==> src/rtl/perf_counter_bank.sv <==
// Event counter bank: NUM_CH saturating/wrapping counters, run/freeze control, registered read port.
// Optional cycle counter at rd_sel == NUM_CH when PERF_CYCLE_CNT_EN is defined.
module perf_counter_bank #(
  parameter int NUM_CH   = 6,
  parameter int CNT_W    = 32,
  parameter int SEL_W    = 3,
  parameter int SATURATE = 1
) (
  input  logic              clk,
  input  logic              rst_n,
  input  logic              start,
  input  logic              halt,
  input  logic              clr,
  input  logic              stall,
  input  logic [NUM_CH-1:0] evt,
  input  logic              rd_req,
  input  logic [SEL_W-1:0]  rd_sel,
  output logic              rd_valid,
  output logic [CNT_W-1:0]  rd_data,
  output logic [NUM_CH-1:0] ovf,
  output logic              frozen,
  output logic [1:0]        state_o
);

  typedef enum logic [1:0] {
    IDLE   = 2'd0,
    RUN    = 2'd1,
    FROZEN = 2'd2
  } state_e;

  localparam logic [CNT_W-1:0] ONES = '1;

  state_e state_q, state_d;
  logic frozen_q, frozen_d;
  logic [NUM_CH-1:0][CNT_W-1:0] cnt_q, cnt_d;
  logic [NUM_CH-1:0] ovf_q, ovf_d;
  logic [NUM_CH-1:0] inc;
  logic rd_valid_q, rd_valid_d;
  logic [CNT_W-1:0] rd_data_q, rd_data_d;
  logic run;

  function automatic logic [CNT_W-1:0] bump(
    input logic [CNT_W-1:0] v
  );
    if (v == ONES) begin
      if (SATURATE != 0) return ONES;
      return '0;
    end
    return v + CNT_W'(1);
  endfunction

`ifdef PERF_CYCLE_CNT_EN
  logic [CNT_W-1:0] cyc_q, cyc_d;
`endif

  assign run = (state_q == RUN);
  assign inc = evt & ~{NUM_CH{stall}} & {NUM_CH{run}};

  always_comb begin
    state_d = state_q;
    priority case (1'b1)
      clr:                       state_d = IDLE;
      run && halt:               state_d = FROZEN;
      (state_q == IDLE) && start: state_d = RUN;
      default: ;
    endcase
    frozen_d = (state_d == FROZEN);
  end

  always_comb begin
    cnt_d = cnt_q;
    ovf_d = ovf_q;
    for (int i = 0; i < NUM_CH; i++) begin
      if (clr) begin
        cnt_d[i] = '0;
        ovf_d[i] = 1'b0;
      end else if (inc[i]) begin
        cnt_d[i] = bump(cnt_q[i]);
        if (cnt_q[i] == ONES) ovf_d[i] = 1'b1;
      end
    end
  end

`ifdef PERF_CYCLE_CNT_EN
  always_comb begin
    cyc_d = cyc_q;
    if (clr) cyc_d = '0;
    else if (run) cyc_d = bump(cyc_q);
  end
`endif

  // Reads see pre-update counter state, so a same-cycle clr or event is not visible.
  always_comb begin
    rd_valid_d = rd_req;
    rd_data_d  = rd_data_q;
    if (rd_req) begin
      rd_data_d = '0;
      for (int i = 0; i < NUM_CH; i++) begin
        if (rd_sel == SEL_W'(i)) rd_data_d = cnt_q[i];
      end
`ifdef PERF_CYCLE_CNT_EN
      if (rd_sel == SEL_W'(NUM_CH)) rd_data_d = cyc_q;
`endif
    end
  end

  always_ff @(posedge clk or negedge rst_n) begin
    if (!rst_n) begin
      state_q    <= IDLE;
      frozen_q   <= 1'b0;
      cnt_q      <= '0;
      ovf_q      <= '0;
      rd_valid_q <= 1'b0;
      rd_data_q  <= '0;
    end else begin
      state_q    <= state_d;
      frozen_q   <= frozen_d;
      cnt_q      <= cnt_d;
      ovf_q      <= ovf_d;
      rd_valid_q <= rd_valid_d;
      rd_data_q  <= rd_data_d;
    end
  end

`ifdef PERF_CYCLE_CNT_EN
  always_ff @(posedge clk or negedge rst_n) begin
    if (!rst_n) cyc_q <= '0;
    else        cyc_q <= cyc_d;
  end
`endif

  assign rd_valid = rd_valid_q;
  assign rd_data  = rd_data_q;
  assign ovf      = ovf_q;
  assign frozen   = frozen_q;
  assign state_o  = state_q;

endmodule

==> config.mk <==
export PLATFORM = sky130hd
export DESIGN_NAME = perf_counter_bank
export DESIGN_NICKNAME = d
export VERILOG_FILES = /design/src/rtl/perf_counter_bank.sv
export SDC_FILE = /design/constraint.sdc
export NUM_CORES = 1
export LEC_CHECK = 0
export CORE_ASPECT_RATIO = 1.2
export CORE_UTILIZATION = 40
export DETAILED_ROUTE_END_ITERATION = 16
export PLACE_DENSITY = 0.69
export SYNTH_ARGS = -nofsm -noshare
export SYNTH_HDL_FRONTEND = slang
export SYNTH_SLANG_ARGS = --single-unit
==> constraint.sdc <==
create_clock -name clk -period 3.45 [get_ports clk]
set_input_delay 0.345 -clock clk [delete_from_list [all_inputs] [get_ports clk]]
set_output_delay 0.345 -clock clk [all_outputs]
set_load 0.05 [all_outputs]
# Word level (Yosys, flattened, before mapping)
# Cells that the tools add are included.
[word_totals]
out_inout_bits = 42
regBits = 234
word_cells = 141
[classes]
add_sub_neg = 6
bitwise_logic = 3
eq_ne = 13
n_reduce_logical = 22
muxes = 81
[op_table]
columns = ["cell", "n"]
rows = [
  ["$mux 32", 36],
  ["$add 32x1->32 const B", 6],
  ["$eq 32x32->1 const B", 6],
  ["$mux 1", 42],
  ["$reduce_bool 2->1", 12],
  ["$and 6x6->6", 2],
  ["$reduce_and 2->1", 6],
  ["$eq 3x2->1 const B", 2],
  ["$eq 3x3->1 const B", 2],
  ["$mux 2", 3],
  ["$not 6->6", 1],
  ["$eq 3x1->1 const B", 1],
  ["$logic_not 3->1", 1],
  ["$eq 2x1->1 const B", 1],
  ["$eq 2x2->1 const B", 1],
  ["$logic_and 1x1->1", 2],
  ["$logic_not 2->1", 1],
]

# Longest topological paths before layout
# Gate-level depths: netlist of the first run.
[logic_depth]
word_depth = 10
depth_mapped = 10
depth_no_buf = 7

# Least setup slack after synthesis of the first run
# Ideal clock, no wire load.
[synth_timing]
path_type = "flip-flop to flip-flop"
start = "reg state_q[0], in the netlist state_o[0]"
end = "reg cnt_q[109] (netlist name)"
path_buffers = 4
stages_incl_launch_ff = 11
setup_time_ns = 0.077
period_less_slack_ns = 2.478
arrival_time_ns = 2.401
slack_ns = 0.972
path_cell_list = "dfrtp_1 -> nor3b_4 -> and3_1 -> buf_4 -> and3_1 -> buf_4 -> nand4_2 -> or3_1 -> buf_2 -> buf_6 -> o21ai_2"
[synth_between]
elab_chain_cells = 3
[synth_lines]
columns = ["item", "line", "source"]
rows = [
  ["from (decl)", "33", "state_e state_q, state_d;"],
  ["from (signal assigned)", "116", "state_q <= state_d;"],
  ["$eq 2x1->1", "56", "assign run = (state_q == RUN);"],
  ["$and 6x6->6", "57", "assign inc = evt & ~{NUM_CH{stall}} & {NUM_CH{run}};"],
  ["$reduce_bool 2->1 (no source line)", "n/a", ""],
  ["to (signal assigned)", "118", "cnt_q <= cnt_d;"],
  ["to (decl)", "35", "logic [NUM_CH-1:0][CNT_W-1:0] cnt_q, cnt_d;"],
]
# Every way passes these cells.
# A chain may end at the register's enable or synchronous reset.

# Worst setup path in the final report of the first run
[layout_timing]
start = "reg state_q[0], in the netlist state_o[0]"
end = "reg cnt_q[9] (netlist name)"
# The elaborated chain is that of the path after synthesis.

==> impl_metrics.json, run 1 <==
{
  "status": "completed",
  "worst_pin_slew_ps": 922,
  "criticalPathCategory": "reg2reg",
  "p_per_area_mw_per_mm2": 426,
  "synth_area_mm2": 0.0126,
  "power_mw": 6.19,
  "design_area_mm2": 0.0145,
  "core_area_mm2": 0.0307,
  "cts_buffers": 25,
  "wl_per_cell_um": 19.5,
  "drtAntennaViolNets": 0,
  "seqPwrFrac_pct": 45.1,
  "vias": 10500,
  "first_pass_iters": 8,
  "clock_skew_ps": 14.1,
  "layout_min_cycle_time_ps": 2910,
  "fmax_ghz": 0.344,
  "path_buf_inv": 1,
  "clk_pin_slew_worst_paths_ps": 60,
  "setup_viol": 0,
  "ys_seq_area_share_pct": 46.5,
  "path_depth": 6,
  "ys_warn_count": 0,
  "p_int_mw": 4.75,
  "synthCells": 1330,
  "r2r_cells": 6,
  "ys_seq_elements": 234,
  "power.share.clock_pct": 48.4,
  "ctsRootBufferMaster": "clkbuf_16",
  "ys_async_sr_fraction_pct": 100,
  "total_leakage_power_nw": 6.00,
  "netSwitchingFraction_pct": 23.3,
  "cp_max_fo": 29,
  "die_h_um": 196,
  "p_sw_mw": 1.44,
  "syn_avg_cell_area_um2": 9.46,
  "r2r-start": "state_o[0]$_DFF_PN0_",
  "whs_path_depth": 2,
  "multiInputGateArea_mm2": 0.00624,
  "post-route-period-util_pct": 84.4,
  "cts_sinks": 234,
  "nNetsFinal": 1381,
  "vias_per_cell": 5.92,
  "regArea_mm2": 0.00586,
  "syn_nets": 1352,
  "antenna_cells": 0,
  "dpl_cell_area_mm2": 0.0136,
  "post_cts_buffers": 0,
  "boundaryPins": 58,
  "endpoint_kind": "register",
  "place_congestion": 0.880,
  "min_from": "clr",
  "final_util_pct": 47.2,
  "grt_max_degree": 118,
  "die_width_um": 164,
  "clockBufferDepth": 3,
  "drtIter0Drc": 1021,
  "crit_path_start_kind": "register",
  "io_buffers": 57,
  "maxSlewHeadroom_pct": 38.6,
  "grt_pass1_wl_mm": 55.5,
  "antenna_found_initial": 0,
  "rows": 70,
  "grtUsageTotal_pct": 21.8,
  "rrSetupSlack_ps": 540,
  "fillCellCount": 2870,
  "hpwl_mm": 24.0,
  "drt_wl_total_mm": 34.6,
  "rr_endpoint": "cnt_q[9]$_DFFE_PN0P_",
  "synth_ff_type": "dfrtp_1",
  "holdPathEnd": "cnt_q[152]$_DFFE_PN0P_",
  "crit_chain": "nor3b_4, buf_4, and3_1, nand4_1, or4_1, o21ai_0",
  "cts_max_level": 1,
  "synth_cell_types": 56,
  "synth_edf_count": 0,
  "grt_pass1_vias": 10100,
  "drcViolationCount": 0,
  "grt_overflow": 0,
  "p_comb_share_pct": 6.4,
  "hold_class": "in2reg",
  "drv_slew": 0,
  "clock_latency_ps": 540,
  "grt_setup_unrepaired": "false",
  "cap_violations": 0,
  "crit_slowest_cell": "or4_1",
  "cts_tree": "built",
  "worstPathArrival_ps": 3350,
  "ir_worst_vdd_uv": 340,
  "initial_utilization_pct": 40.9,
  "fin_hold_ws_ps": 238,
  "crit_family": "simple AND/OR/NAND/NOR gates",
  "final_hold_viol_count": 0,
  "dieArea_mm2": 0.0322,
  "post_route_cells_drive_above_1_share_pct": 7.91,
  "critPathRequiredTime_ps": 3890,
  "setup-tns-final_ps": 0,
  "syn2layout_area_growth_pct": 15.4,
  "slowest_delay_ps": 870
}
## through the flow
stage,setup slack (ps),std cells
floorplan,972,1330
global placement,469,1727
global route,380,1774
finish,539,1774
detailed placement,391,1727
CTS,611,1774
## registers in the layout, summed over array words and instances (netlist names)
| signal | cells |
|---|---|
| cnt_q | 192 |
| rd_data | 32 |
| ovf | 6 |
| state_o | 2 |
| frozen | 1 |
| rd_valid | 1 |
## cells in the mapped netlist (all sizes together) (6+ instances only)
cell | number | area share (%)
a311oi | 14 | 0.97
nand4 | 48 | 2.4
mux2 | 7 | 0.63
a21oi | 7 | 0.28
a21o | 9 | 0.54
nand2 | 86 | 2.6
a22oi | 25 | 1.5
and2 | 7 | 0.35
ha | 6 | 0.60
dfrtp | 234 | 47
and3 | 38 | 1.9
nor2 | 75 | 2.3
xor2 | 108 | 7.5
o21ai | 200 | 8.3
o31ai | 10 | 0.60
nor4 | 10 | 0.90
and4 | 24 | 1.7
nor2b | 10 | 0.50
mux2i | 11 | 0.88
nor3 | 28 | 1.2
xnor2 | 52 | 3.6
o211ai | 16 | 0.95
a31oi | 13 | 0.65
clkbuf | 79 | 2.4
a222oi | 25 | 2.0
buf | 9 | 0.44
nand3 | 90 | 3.6
a211oi | 14 | 0.84
inv | 41 | 1.2
nor3b | 7 | 0.51
## power groups by stage
stage | clock network (mW) | logic [mW] | registers, mW
2_1_floorplan | 0 | 0.127 | 2.93
3_3_place_gp | 0 | 0.398 | 2.84
3_5_place_dp | 0 | 0.400 | 2.85
4_1_cts | 3.04 | 0.402 | 2.79
5_1_grt | 3.13 | 0.431 | 2.80
6_report | 3.00 | 0.399 | 2.79
## cells in the final DEF (no fill, tap or decap), types with 29 or more instances in the layout
master and n:
nor2_1 74, nand2_1 86, buf_4 29, clkdlybuf4s50_1 54, xor2_1 108, nand3_1 90
xnor2_1 52, nand4_1 47, inv_1 41, and3_1 38, o21ai_0 181, dfrtp_1 234
## metal layers
layer / vias to the layer above / track usage (%) / wire (um)
met5: - / 0 / 0
met4: 0 / 8.20 / 1220
met3: 69 / 2.41 / 2060
met1: 5195 / 29.1 / 14400
li1: 4900 / - / -
met2: 344 / 36.2 / 16900
## worst max path at each step
stage	from	endpoint	slack (ps)
after floorplan	state_o[0]$_DFF_PN0_	cnt_q[109]$_DFFE_PN0P_	970
after global placement	stall	ovf[0]$_DFFE_PN0P_	470
after detailed placement	stall	cnt_q[9]$_DFFE_PN0P_	390
after CTS	state_o[0]$_DFF_PN0_	cnt_q[9]$_DFFE_PN0P_	610
after global routing	state_o[0]$_DFF_PN0_	cnt_q[9]$_DFFE_PN0P_	380
final	state_o[0]$_DFF_PN0_	cnt_q[9]$_DFFE_PN0P_	540
## layout make-up
type | instances | area share [%]
timing repair buffer | 90 | 5.92
sequential | 234 | 40.3
clock buffer | 35 | 4.84
inverter | 41 | 1.06
clock inverter | 11 | 1.44
multi-input combinational | 967 | 43.0
tap | 396 | 3.41
## cells by family (layout without fill, tap and decap cells)
kind of cell	Yosys count	in the layout	share of synthesized area, %
multiplexers	18	18	1.50
AND/OR/NAND/NOR	445	445	19.3
buffers and inverters	129	177	4.02
XOR/XNOR	160	160	11.1
flip-flops	234	234	46.5
adder cells (fa/ha/maj)	6	6	0.597
AO/OA/AOI/OAI	338	338	16.9
## repair_timing
item,CTS,global route
hold buffers,1,0
resized for setup,0,0
endpoints found under the hold margin,100,0
(Power assumes the default switching activity.)
==> inputs of run 2 (changes only) <==
--- a/config.mk
+++ b/config.mk
@@ -8,7 +8,7 @@
 export CORE_ASPECT_RATIO = 1.2
 export CORE_UTILIZATION = 40
 export DETAILED_ROUTE_END_ITERATION = 16
-export PLACE_DENSITY = 0.69
+export PLACE_DENSITY = 0.71
 export SYNTH_ARGS = -nofsm -noshare
 export SYNTH_HDL_FRONTEND = slang
 export SYNTH_SLANG_ARGS = --single-unit
==> constraint.sdc (replaced) <==
create_clock -name clk -period 2.41 [get_ports clk]
set_input_delay 0.241 -clock clk [delete_from_list [all_inputs] [get_ports clk]]
set_output_delay 0.241 -clock clk [all_outputs]
set_load 0.05 [all_outputs]
==> run 2 against run 1 <==
  * Clock skew shrank 3.1 ps
  * First-iteration DRC count grew 2.1%
  * Worst setup slack lost 490 ps
  * Core utilization grew 1.4 points
  * Flip-flop and latch count is the same
  * Wire length grew 5.5%
  * Total power grew 37%
  * Largest cell class unchanged
  * Largest power group is now registers
==> impl_metrics.json, run 2 (synthesis results as in run 1) <==
{
  "syn2layout_area_growth_pct": 18.8,
  "maxSlewHeadroom_pct": 8.76,
  "vias_per_cell": 5.99,
  "die_h_um": 196,
  "place_congestion": 0.897,
  "layout_min_cycle_time_ps": 2360,
  "clockBufferDepth": 3,
  "drtAntennaViolNets": 0,
  "fillCellCount": 2781,
  "worst_pin_slew_ps": 1360,
  "drcViolationCount": 0,
  "post_cts_buffers": 0,
  "cts_buffers": 25,
  "crit_chain": "buf_4, nand4bb_1, nor3_4, buf_4, and2_1, nand4_1, xor2_1, o21ai_0",
  "post_route_cells_drive_above_1_share_pct": 10.8,
  "clk_pin_slew_worst_paths_ps": 60,
  "final_hold_viol_count": 0,
  "final_util_pct": 48.6,
  "wl_per_cell_um": 20.0,
  "dpl_cell_area_mm2": 0.0141,
  "clock_latency_ps": 530,
  "worstPathArrival_ps": 2800,
  "critPathRequiredTime_ps": 2850,
  "grtUsageTotal_pct": 23.2,
  "drt_wl_total_mm": 36.5,
  "grt_setup_unrepaired": "true",
  "multiInputGateArea_mm2": 0.00626,
  "final_common_cell": "dfrtp_1",
  "antenna_found_initial": 0,
  "hpwl_mm": 26.0,
  "largest-register": "cnt_q",
  "largest_reg_flops": 192,
  "core_area_mm2": 0.0307,
  "nNetsFinal": 1430,
  "dieArea_mm2": 0.0322,
  "grt_max_degree": 85,
  "endpoint_kind": "register",
  "hold_class": "in2reg",
  "initial_utilization_pct": 40.9,
  "cts_sinks": 234,
  "die_width_um": 164,
  "post-route-period-util_pct": 98.0,
  "path_common_cell": "buf_4",
  "ctsRootBufferMaster": "clkbuf_16",
  "criticalPathCategory": "reg2reg",
  "grt_pass1_vias": 10800,
  "cts_tree": "built",
  "fmax_ghz": 0.423,
  "final_cell_mix": "dfrtp_1, o21ai_0, xor2_1",
  "crit_path_start_kind": "register",
  "io_buffers": 57,
  "antenna_cells": 0,
  "cts_max_level": 1,
  "grt_pass1_wl_mm": 58.7,
  "total_leakage_power_nw": 6.25,
  "design_area_mm2": 0.0149,
  "status": "completed",
  "setup_viol": 0,
  "regArea_mm2": 0.00586,
  "drv_slew": 0,
  "cp_max_fo": 7,
  "boundaryPins": 58,
  "ir_worst_vdd_uv": 436,
  "clock_skew_ps": 11.0,
  "slowest_delay_ps": 510,
  "drtIter0Drc": 1042,
  "grt_overflow": 0,
  "cap_violations": 0,
  "rows": 70,
  "first_pass_iters": 6,
  "crit_slowest_cell": "dfrtp_1",
  "p_per_area_mw_per_mm2": 567,
  "vias": 10900
}
==> run 2: cell types whose count changed in the layout (fill, tap and decap cells not counted), sizes merged <==
cell    before  now
buf         35   84
clkbuf      35   41
bufinv       6    2
clkinv       4    0
==> run 2: final timing paths <==
kind / start / cells after the start / endpoint / slack [ps]
hold reg to reg: rd_data[28]$_DFFE_PN0P_ / 1 / rd_data[28]$_DFFE_PN0P_ / 480
setup / recovery: state_o[1]$_DFF_PN0_ / 8 / cnt_q[25]$_DFFE_PN0P_ / 50
hold / removal: clr / 2 / cnt_q[188]$_DFFE_PN0P_ / 200
min in group asynchronous: rst_n / 2 / cnt_q[122]$_DFFE_PN0P_ / 280
max in group asynchronous: rst_n / 3 / cnt_q[79]$_DFFE_PN0P_ / 1420
setup reg to reg: state_o[1]$_DFF_PN0_ / 8 / cnt_q[25]$_DFFE_PN0P_ / 50
==> run 2: repair_timing <==
| item | CTS | global route |
|---|---|---|
| hold buffers | 1 | 0 |
| endpoints found under the setup margin | 6 | 9 |
| cloned | 0 | 0 |
| resized for setup | 1 | 2 |
| pin swaps | 0 | 1 |
| hold endpoints to repair | 60 | 0 |
==> run 2: through the flow <==
step	instances	hold slack (ps)	setup WS, ps	power (mW)	TNS [ps]
2_1_floorplan	1330	-54.6	31.2	4.37	0
3_3_place_gp	1776	241	-251	4.68	-7150
3_5_place_dp	1776	244	-321	4.69	-11590
4_1_cts	1821	173	39.1	8.54	0
5_1_grt	1821	222	-11.9	8.73	-22.2
6_report	1821	197	48.3	8.48	0
==> run 2: critical path: cells and delay by family (launching register included) <==
family	cells	cell delay, ps
AO/OA/AOI/OAI	1	160
XOR/XNOR	1	160
AND/OR/NAND/NOR	4	1040
buffers and inverters	2	410
flip-flops	1	510
==> run 2: area by class of cell <==
class                           instances  share of cell area [%]
Multi-Input combinational cell        967                    41.9
Sequential cell                       234                    39.2
Timing Repair Buffer                  139                    9.22
Clock buffer                           41                    4.92
Tap cell                              396                    3.31
Inverter                               41                    1.03
Clock inverter                          3                   0.460
==> run 2: per-layer routing <==
layer	vias to the layer above	wire [um]	global-route usage, %	part of all wire, %
met3	93	2230	3.21	6.1
met5	-	0	0	0
met4	0	1590	10.0	4.4
met1	5416	14900	29.8	41
met2	400	17800	38.8	49
li1	5002	-	-	-
==> run 2: power breakdown <==
part           total, mW  internal, mW  switching (mW)
registers           4.01          3.97          0.0411
logic              0.610         0.182           0.428
clock network       3.86          2.28            1.58
total               8.48          6.43            2.05
==> inputs of run 3 (changes only) <==
--- a/config.mk
+++ b/config.mk
@@ -5,6 +5,7 @@
 export SDC_FILE = /design/constraint.sdc
 export NUM_CORES = 1
 export LEC_CHECK = 0
+export CAP_MARGIN = 40
 export CORE_ASPECT_RATIO = 1.2
 export CORE_UTILIZATION = 40
 export DETAILED_ROUTE_END_ITERATION = 16
==> run 3 against run 2 <==
  * Total power down 0.28%
  * Sequential power hardly changed
  * Sequential share of layout area is 0.083 points lower
  * Flip-flop and latch count did not move
  * Non-clock buffer count rose by 3
  * Worst setup slack improved by 71 ps
  * Via count is 0.28% lower
  * Critical path type unchanged
  * Critical endpoint is now cnt_q[102]$_DFFE_PN0P_
  * Largest power group unchanged
==> impl_metrics.json, run 3 (synthesis results as in run 1) <==
{
  "ir_worst_vdd_uv": 470,
  "grt_pass1_vias": 10800,
  "p_per_area_mw_per_mm2": 564,
  "clockBufferDepth": 3,
  "post-place-ws_ps": -313,
  "worst_pin_slew_ps": 685,
  "boundaryPins": 58,
  "drtIter0Drc": 993,
  "crit_path_start_kind": "register",
  "io_buffers": 57,
  "initial_utilization_pct": 40.9,
  "post_route_cells_drive_above_1_share_pct": 11.6,
  "cts_sinks": 234,
  "vias": 10900,
  "dp.cells": 1777,
  "final_cells": 1825,
  "fmax_ghz": 0.437,
  "cts_max_level": 1,
  "endpoint": "cnt_q[102]$_DFFE_PN0P_",
  "grt_max_degree": 85,
  "layout_setup_ws_ps": 119,
  "hpwl_mm": 26.1,
  "hold_class": "in2reg",
  "clock_skew_ps": 24.5,
  "vias_per_cell": 5.96,
  "final_hold_viol_count": 0,
  "antenna_cells": 0,
  "antenna_found_initial": 0,
  "grt_setup_unrepaired": "false",
  "largest_reg_flops": 192,
  "core_area_mm2": 0.0307,
  "grt_pass1_wl_mm": 58.7,
  "cts_tree": "built",
  "post-route-period-util_pct": 95.0,
  "nNetsFinal": 1433,
  "grtUsageTotal_pct": 23.1,
  "drcViolationCount": 0,
  "final_cell_mix": "dfrtp_1, o21ai_0, xor2_1",
  "regArea_mm2": 0.00586,
  "worstPathArrival_ps": 2720,
  "cts_buffers": 25,
  "setup_viol": 0,
  "dieArea_mm2": 0.0322,
  "clk_pin_slew_worst_paths_ps": 60,
  "drv_slew": 0,
  "criticalPathCategory": "reg2reg",
  "rr_endpoint": "cnt_q[102]$_DFFE_PN0P_",
  "r2r-start": "state_o[0]$_DFF_PN0_",
  "grt_overflow": 0,
  "critPathRequiredTime_ps": 2840,
  "final_common_cell": "dfrtp_1",
  "multiInputGateArea_mm2": 0.00625,
  "die_width_um": 164,
  "maxSlewHeadroom_pct": 54.3,
  "layout_min_cycle_time_ps": 2290,
  "first_pass_iters": 6,
  "rrSetupSlack_ps": 120,
  "total_leakage_power_nw": 6.29,
  "place_congestion": 0.897,
  "cap_violations": 0,
  "clock_latency_ps": 540,
  "wl_per_cell_um": 20.0,
  "startpoint": "state_o[0]$_DFF_PN0_",
  "endpoint_kind": "register",
  "die_h_um": 196,
  "drtAntennaViolNets": 0,
  "drt_wl_total_mm": 36.5,
  "setup-tns-final_ps": 0,
  "syn2layout_area_growth_pct": 19.1,
  "largest-register": "cnt_q",
  "status": "completed",
  "ctsRootBufferMaster": "clkbuf_16",
  "rows": 70,
  "fillCellCount": 2829,
  "r2r_cells": 8,
  "cp_max_fo": 24
}
## run 3: worst min path at each step
stage	start	endpoint	slack, ps	cells after the start
detailed placement	rst_n	ovf[3]$_DFFE_PN0P_	240	1
global route	clr	cnt_q[188]$_DFFE_PN0P_	230	2
floorplan	rst_n	cnt_q[0]$_DFFE_PN0P_	-50	0
global placement	rst_n	ovf[3]$_DFFE_PN0P_	240	1
CTS	clr	cnt_q[188]$_DFFE_PN0P_	180	2
finish	clr	cnt_q[188]$_DFFE_PN0P_	200	2
## run 3: layout make-up
class / instances / share of cell area (%)
clock inverters: 6 / 0.225
well taps: 396 / 3.31
clock buffers: 39 / 5.26
flip-flops and latches: 234 / 39.1
inverters: 41 / 1.03
repair buffers: 142 / 9.35
multi-input cells: 967 / 41.7
## run 3: metrics by stage
step	instance area [um^2]	utilization [%]	hold slack [ps]	total power, mW
finish	15000	48.7	204	8.46
global route	15000	48.7	228	8.70
CTS	15000	48.7	184	8.50
detailed placement	14100	45.9	242	4.69
global placement	14100	45.9	241	4.68
floorplan	12600	-	-54.6	4.37
## run 3: critical path, stage by stage (launching register included)
cell     delay [ps]
dfrtp_2         470
nor3b_4         250
buf_12          160
and3_1          180
and3_1          260
nand4_2         160
or3_1           410
buf_12          190
o21ai_0          90
## run 3: report_power, final
group / switching (mW) / leakage (nW) / total, mW / internal, mW
Clock: 1.60 / 0.415 / 3.83 / 2.24
Sequential: 0.0396 / 3.25 / 4.01 / 3.97
Combinational: 0.432 / 2.63 / 0.617 / 0.185
Total: 2.07 / 6.29 / 8.46 / 6.39
## run 3: repair_timing
item                                    4_1_cts  5_1_grt
cloned                                        0        0
hold buffers                                  1        0
endpoints found under the setup margin        6       23
setup buffers                                 0        2
pin swaps                                     0        2
resized for setup                             1        2
hold endpoints to repair                     60        0
## run 3: per-layer routing
metal	track usage, %	wire length (um)	vias to the layer above
li1	-	-	5006
met1	30.1	15000	5404
met2	38.3	17700	375
met3	2.81	2080	95
met4	10.5	1710	0
met5	0	0	-
